--- src/rtl/config_loader_pkg.sv ---
// Shared types and defaults for the fabric configuration loader.
// State encoding and chain sizing live here so top and bench agree.
package config_loader_pkg;

  localparam int DEF_CHAIN_LENGTH = 1024;
  localparam int DEF_CLEAR_CYCLES = 4;

  typedef enum logic [1:0] {
    ST_IDLE  = 2'd0,
    ST_CLEAR = 2'd1,
    ST_LOAD  = 2'd2,
    ST_DONE  = 2'd3
  } state_e;

  function automatic int num_bytes(input int bits);
    return (bits + 7) / 8;
  endfunction

endpackage

--- src/rtl/config_serializer.sv ---
// Byte-to-bit datapath: one holding register feeding an 8-bit shift
// register, so a byte every 8 cycles keeps the chain shifting.
module config_serializer (
  input  logic       clock,
  input  logic       reset,
  input  logic       clear,
  input  logic       active,
  input  logic       take,
  input  logic [7:0] byte_data,
  input  logic       byte_valid,
  output logic       byte_ready,
  output logic       byte_take,
  output logic       bit_valid,
  output logic       bit_out
);

  logic [7:0] hold_q, hold_d;
  logic       hold_full_q, hold_full_d;
  logic [7:0] sh_q, sh_d;
  logic [3:0] sh_cnt_q, sh_cnt_d;
  logic       ready_q, ready_d;

  assign byte_ready = ready_q;
  assign byte_take  = byte_valid & ready_q;
  assign bit_valid  = sh_cnt_q != 4'd0;
  assign bit_out    = sh_q[0];

  always_comb begin
    hold_d      = hold_q;
    hold_full_d = hold_full_q;
    sh_d        = sh_q;
    sh_cnt_d    = sh_cnt_q;
    if (take && bit_valid) begin
      sh_d     = {1'b0, sh_q[7:1]};
      sh_cnt_d = sh_cnt_q - 4'd1;
    end
    // refill in the same cycle the last bit leaves
    if (sh_cnt_d == 4'd0 && hold_full_q) begin
      sh_d        = hold_q;
      sh_cnt_d    = 4'd8;
      hold_full_d = 1'b0;
    end
    if (byte_take) begin
      hold_d      = byte_data;
      hold_full_d = 1'b1;
    end
    if (clear) begin
      sh_cnt_d    = 4'd0;
      hold_full_d = 1'b0;
    end
    ready_d = active && !hold_full_d;
  end

  always_ff @(posedge clock or posedge reset) begin
    if (reset) begin
      hold_q      <= '0;
      hold_full_q <= 1'b0;
      sh_q        <= '0;
      sh_cnt_q    <= '0;
      ready_q     <= 1'b0;
    end else begin
      hold_q      <= hold_d;
      hold_full_q <= hold_full_d;
      sh_q        <= sh_d;
      sh_cnt_q    <= sh_cnt_d;
      ready_q     <= ready_d;
    end
  end

endmodule

--- src/rtl/config_loader.sv ---
// Configuration scan-chain loader: clears the chain, shifts the
// bitstream in LSB-first and flags any 1 leaving the cleared chain.
module config_loader
  import config_loader_pkg::*;
#(
  parameter int CHAIN_LENGTH = DEF_CHAIN_LENGTH,
  parameter int CLEAR_CYCLES = DEF_CLEAR_CYCLES
) (
  input  logic       clock,
  input  logic       reset,
  input  logic       start,
  input  logic [7:0] byte_data,
  input  logic       byte_valid,
  output logic       byte_ready,
  output logic       chain_config_in,
  output logic       chain_config_enable,
  output logic       chain_config_nreset,
  input  logic       chain_config_out,
  output logic       busy,
  output logic       done,
  output logic       error
);

  localparam int BW = $clog2(CHAIN_LENGTH + 1);
  localparam int NBYTES = num_bytes(CHAIN_LENGTH);
  localparam int NW = $clog2(NBYTES + 1);
  localparam int CW =
    (CLEAR_CYCLES > 1) ? $clog2(CLEAR_CYCLES) : 1;
  localparam logic [BW-1:0] LEN = BW'(CHAIN_LENGTH);
  localparam logic [BW-1:0] LAST_BIT = BW'(CHAIN_LENGTH - 1);
  localparam logic [NW-1:0] NB = NW'(NBYTES);
  localparam logic [CW-1:0] CLR_LAST = CW'(CLEAR_CYCLES - 1);

  state_e          state_q, state_d;
  logic [CW-1:0]   clr_q, clr_d;
  logic [BW-1:0]   bit_q, bit_d;
  logic [NW-1:0]   byte_cnt_q, byte_cnt_d;
  logic            cfg_in_q, cfg_in_d;
  logic            en_q, en_d;
  logic            nrst_q, nrst_d;
  logic            busy_q, busy_d;
  logic            done_q, done_d;
  logic            err_q, err_d;

  logic take, last, act, ser_active, ser_clear;
  logic byte_take, bit_valid, bit_out;

  always_comb begin
    state_d    = state_q;
    clr_d      = clr_q;
    bit_d      = bit_q;
    byte_cnt_d = byte_cnt_q + NW'(byte_take);
    cfg_in_d   = 1'b0;
    en_d       = 1'b0;
    nrst_d     = 1'b1;
    busy_d     = busy_q;
    done_d     = done_q;
    err_d      = err_q | (en_q & chain_config_out);
    take       = 1'b0;
    last       = 1'b0;
    act        = 1'b0;
    unique case (state_q)
      ST_IDLE, ST_DONE: begin
        if (start) begin
          state_d    = ST_CLEAR;
          clr_d      = '0;
          byte_cnt_d = '0;
          nrst_d     = 1'b0;
          busy_d     = 1'b1;
          done_d     = 1'b0;
          err_d      = 1'b0;
        end
      end
      ST_CLEAR: begin
        nrst_d = 1'b0;
        if (clr_q == CLR_LAST) begin
          state_d = ST_LOAD;
          nrst_d  = 1'b1;
          bit_d   = '0;
          act     = 1'b1;
        end else begin
          clr_d = clr_q + CW'(1);
        end
      end
      ST_LOAD: begin
        if (bit_q == LEN) begin
          state_d = ST_DONE;
          busy_d  = 1'b0;
          done_d  = 1'b1;
        end else begin
          if (bit_valid) begin
            take     = 1'b1;
            en_d     = 1'b1;
            cfg_in_d = bit_out;
            bit_d    = bit_q + BW'(1);
            last     = bit_q == LAST_BIT;
          end
          act = !last;
        end
      end
      default: ;
    endcase
    // stop asking once the whole bitstream has been taken
    ser_active = act && (byte_cnt_d < NB);
    ser_clear  = (state_q != ST_LOAD) || last;
  end

  always_ff @(posedge clock or posedge reset) begin
    if (reset) begin
      state_q    <= ST_IDLE;
      clr_q      <= '0;
      bit_q      <= '0;
      byte_cnt_q <= '0;
      cfg_in_q   <= 1'b0;
      en_q       <= 1'b0;
      nrst_q     <= 1'b0;
      busy_q     <= 1'b0;
      done_q     <= 1'b0;
      err_q      <= 1'b0;
    end else begin
      state_q    <= state_d;
      clr_q      <= clr_d;
      bit_q      <= bit_d;
      byte_cnt_q <= byte_cnt_d;
      cfg_in_q   <= cfg_in_d;
      en_q       <= en_d;
      nrst_q     <= nrst_d;
      busy_q     <= busy_d;
      done_q     <= done_d;
      err_q      <= err_d;
    end
  end

  config_serializer u_ser (
    .clock      (clock),
    .reset      (reset),
    .clear      (ser_clear),
    .active     (ser_active),
    .take       (take),
    .byte_data  (byte_data),
    .byte_valid (byte_valid),
    .byte_ready (byte_ready),
    .byte_take  (byte_take),
    .bit_valid  (bit_valid),
    .bit_out    (bit_out)
  );

  assign chain_config_in     = cfg_in_q;
  assign chain_config_enable = en_q;
  assign chain_config_nreset = nrst_q;
  assign busy                = busy_q;
  assign done                = done_q;
  assign error               = err_q;

endmodule

--- config.mk ---
export PLATFORM = sky130hd
export DESIGN_NAME = config_loader
export DESIGN_NICKNAME = d
export VERILOG_FILES = /design/src/rtl/config_loader_pkg.sv /design/src/rtl/config_serializer.sv /design/src/rtl/config_loader.sv
export SDC_FILE = /design/constraint.sdc
export NUM_CORES = 1
export LEC_CHECK = 0
export BUFFER_PORTS_ARGS = -buffer_cell sky130_fd_sc_hd__buf_2
export CORE_MARGIN = 2
export CORE_UTILIZATION = 50
export DETAILED_ROUTE_END_ITERATION = 6
export GPL_TIMING_DRIVEN = 0
export PLACE_DENSITY = 0.68
export SLEW_MARGIN = 20
export SYNTH_ARGS = -nofsm -noshare
export SYNTH_HDL_FRONTEND = slang
export SYNTH_SLANG_ARGS = --single-unit
--- constraint.sdc ---
create_clock -name clock -period 3.2 [get_ports clock]
set_clock_uncertainty 0.2 [all_clocks]
set_input_delay 0.64 -clock clock [delete_from_list [all_inputs] [get_ports clock]]
set_output_delay 0.64 -clock clock [all_outputs]
set_load 0.01 [all_outputs]
==> results.md <==
- Row cnt: 25
- IO Pins: 20
- Worst reg-to-reg path cell count: 7
- FFs w/ async S/R, synth: 1.000
- Worst-Skew Late Latency: 0.31 ns
- CTS root buf: clkbuf_8
- FF-to-FF setup slack: 0.29 ns
- Final core utilization: 0.5868
- Postcts setup bufs: 0
- Total GRT Usage: 0.1716
- Combinational share of power: 0.303
- Critical Path RT: ~3.2 ns
- Post-synth top area cell: dfrtp_1
- Clock share of power: 0.210
- Final Hold Viols: 0
- FF-to-FF Start: bit_q[0]$_DFFE_PP0P_
- Hold Slack: about 0.17 ns
- First-pass DRT Iterations: 4
- Top post-synthesis cells by area: dfrtp_1 50%, mux2_2 11%, ha_1 4.4%
- Synth Flop Type: dfrtp_1
- Core Region: 0.004817 mm2
- Syn_area_per_cell: 11.16 um2
- Worst rel slew slack: 0.5135
- Seq/Total Area, Yosys: 0.5015
- Clock buffer depth: 2
- Die Width: between 70 and 80 um
- Clk pin slew, worst setup/hold paths: 0.09 ns
- Post-DR wirelength/cell: 13.15 um
- CTS tree: yes
- Commonest cells in the netlist: 51 x dfrtp_1, 24 x mux2_2, 21 x nor2_1
- Minimum clock period: 2.914 ns
- Synthesized area: 0.002545 mm2
- Routed vias: about 1.7k
- Total power: approximately 0.0017 W
- Internal cell power: 0.001148 W
- Synth Instances: 228
- Hold crit path type: primary input to asynchronous set/reset pin
- Die height: roughly 75 um
- Initial Util: 0.5283
- Critical path class: flip-flop to flip-flop
- Initial antenna violation count: 0
- Fmax: 343.2 MHz
- Switching Fraction: 0.3235
- Status: complete, no violations
- Vias in the first global route: 1,589
- DRT iter0 DRCs: 36
- Top-area cell type share of the netlist area: 0.5015
- Reg power frac: 0.487
- Antenna Cells: 0
- Placed Area: around 0.0027 mm2
- Synth-to-Final Area Change: 11.06%
- Layout cells sized above 1: 0.2431
- CP arrival: a little under 3 ns
- Syn Nets: 250
- Vias per Instance: 5.301
- P_leak: 1.347 nW
- Worst Tran Pin Value: 0.7270 ns
- Pwr dens: 600.2 mW/mm2
- RSZ-0062 raised after global routing: no
- WL final: 4.234 mm
- Most frequent cell after synthesis: dfrtp_1
- Worst r2r dst: u_ser.sh_q[0]$_DFFE_PP0P_
- Layout Nets: 277
- Final TNS setup: 0 ns
- Endpoints failing setup: 0
- Number of max-cap violations: 0
- First-pass GRT wire length: approximately 7.3 mm
- Yosys reg bits: between 50 and 60
- H-tree depth: 2
- Hold buffer count at CTS: 0
- Placer congestion estimate: 0.7860
- Number of synthesized flops with an enable pin: 0
- Largest vdd supply drop: 345.4 uV
- Drc violations: 0
- Largest net degree at the start of global routing: 28
- DP HPWL: 3.062 mm
- Post-route ant nets: 0
- Port bufs: 19
- Yosys warning total: 0
- Post-synthesis cell type count: 41
- CTS Sinks: 51
- Worst setup SP type: flip-flop
- CTS resizes: 0
- Total CTS buffers: 5
- Switching power: 0.0005487 W
- Gr ovfl total: 0
- FILL cells: 435
- Slew Viols, Final: 0
- CP max FO: 9
- Fin area: 0.002826 mm2
- Period utilization: 0.9105
- Die ar.: 0.005677 mm2
- Setup crit end kind: flip-flop
-- state kept, by name, summed over array words and instances, names as in the netlist, 2 cells and up --
signal and count:
u_ser.sh_q 8, clr_q 2, u_ser.sh_cnt_q 4, u_ser.hold_q 8, byte_cnt_q 8, state_q 2, bit_q 11
-- kinds of logic (layout without fill, tap and decap cells) --
family | after synthesis | count (layout) | synth area share
AND/OR/NAND/NOR | 74 | 74 | 0.1618
flip-flops | 51 | 51 | 0.5015
AO/OA/AOI/OAI | 39 | 39 | 0.1037
multiplexers | 28 | 28 | 0.1268
buffers and inverters | 16 | 43 | 0.02409
XOR/XNOR | 11 | 11 | 0.03786
adder cells (fa/ha/maj) | 9 | 9 | 0.04425
-- metrics by stage --
step                      setup slack (ns)  cells
after floorplan                     0.5364    228
after global placement              0.3074    314
after detailed placement            0.2965    315
after CTS                           0.2560    322
after global routing                0.1370    322
final                               0.2864    322
-- layout by cell type (no fill, tap or decap), types with 2 or more instances in the layout --
cell / synthesis / layout
a21oi_1: 12 / 12
o21ai_0: 9 / 9
o31ai_1: 3 / 3
o311ai_0: 2 / 2
and3_1: 2 / 2
nand3_1: 7 / 7
inv_1: 11 / 10
nor2_1: 21 / 21
nor2b_1: 4 / 4
and2_1: 4 / 4
o2111ai_1: 3 / 3
or4b_4: 2 / 2
a22o_1: 3 / 3
clkbuf_1: 4 / 4
mux2_2: 24 / 24
xor2_1: 8 / 8
nand4_1: 2 / 2
nand2_1: 13 / 13
clkbuf_8: 0 / 5
nand2b_1: 4 / 4
o211ai_1: 2 / 2
nor3_1: 3 / 3
a211oi_1: 2 / 2
dfrtp_1: 51 / 51
xnor2_1: 3 / 3
ha_1: 9 / 9
buf_2: 1 / 20
or3_1: 3 / 3
mux2i_1: 3 / 3
-- cell type report --
type                       instances  area (um2)  share of cell area
clock buffer                       5       68.82             0.02435
multi-input combinational        161        1207              0.4272
buffer                             5       20.02            0.007083
inverter                          11       41.29             0.01461
sequential                        51        1276              0.4515
tap                               67       83.83             0.02966
timing repair buffer              20       115.1             0.04073
clock inverter                     2       13.76            0.004869
-- worst max path at each step --
stage	start	to	slack (ns)	cells after the start
finish	bit_q[0]$_DFFE_PP0P_	u_ser.sh_q[0]$_DFFE_PP0P_	0.29	7
global route	bit_q[0]$_DFFE_PP0P_	u_ser.sh_q[1]$_DFFE_PP0P_	0.14	7
CTS	bit_q[0]$_DFFE_PP0P_	u_ser.sh_q[0]$_DFFE_PP0P_	0.26	7
detailed placement	bit_q[0]$_DFFE_PP0P_	u_ser.sh_q[2]$_DFFE_PP0P_	0.30	7
global placement	bit_q[0]$_DFFE_PP0P_	u_ser.sh_q[0]$_DFFE_PP0P_	0.31	7
floorplan	bit_q[0]$_DFFE_PP0P_	u_ser.sh_q[0]$_DFFE_PP0P_	0.54	7
-- worst max-delay path, cell delays in order (launching register included) --
cell,delay (ns)
dfrtp_1,0.42
inv_1,0.12
ha_1,0.16
or4b_4,0.48
o311ai_0,0.41
mux2i_1,0.44
nand4_4,0.24
mux2_2,0.33
-- power groups by stage --
stage | clock [W] | sequential, W | combinational [W]
2_1_floorplan | 0 | 0.000833 | 0.000395
3_3_place_gp | 0 | 0.000835 | 0.000505
3_5_place_dp | 0 | 0.000840 | 0.000522
4_1_cts | 0.000373 | 0.000827 | 0.000524
5_1_grt | 0.000395 | 0.000840 | 0.000590
6_report | 0.000356 | 0.000826 | 0.000515
-- layer usage --
layer,vias up,part of all wire,GRT usage
met5,-,0,0
met1,822,0.48,0.2338
met2,18,0.47,0.2667
li1,862,-,-
met3,5,0.031,0.04365
met4,0,0.016,0.06433
No activity file was read; power rests on OpenSTA's default activity.
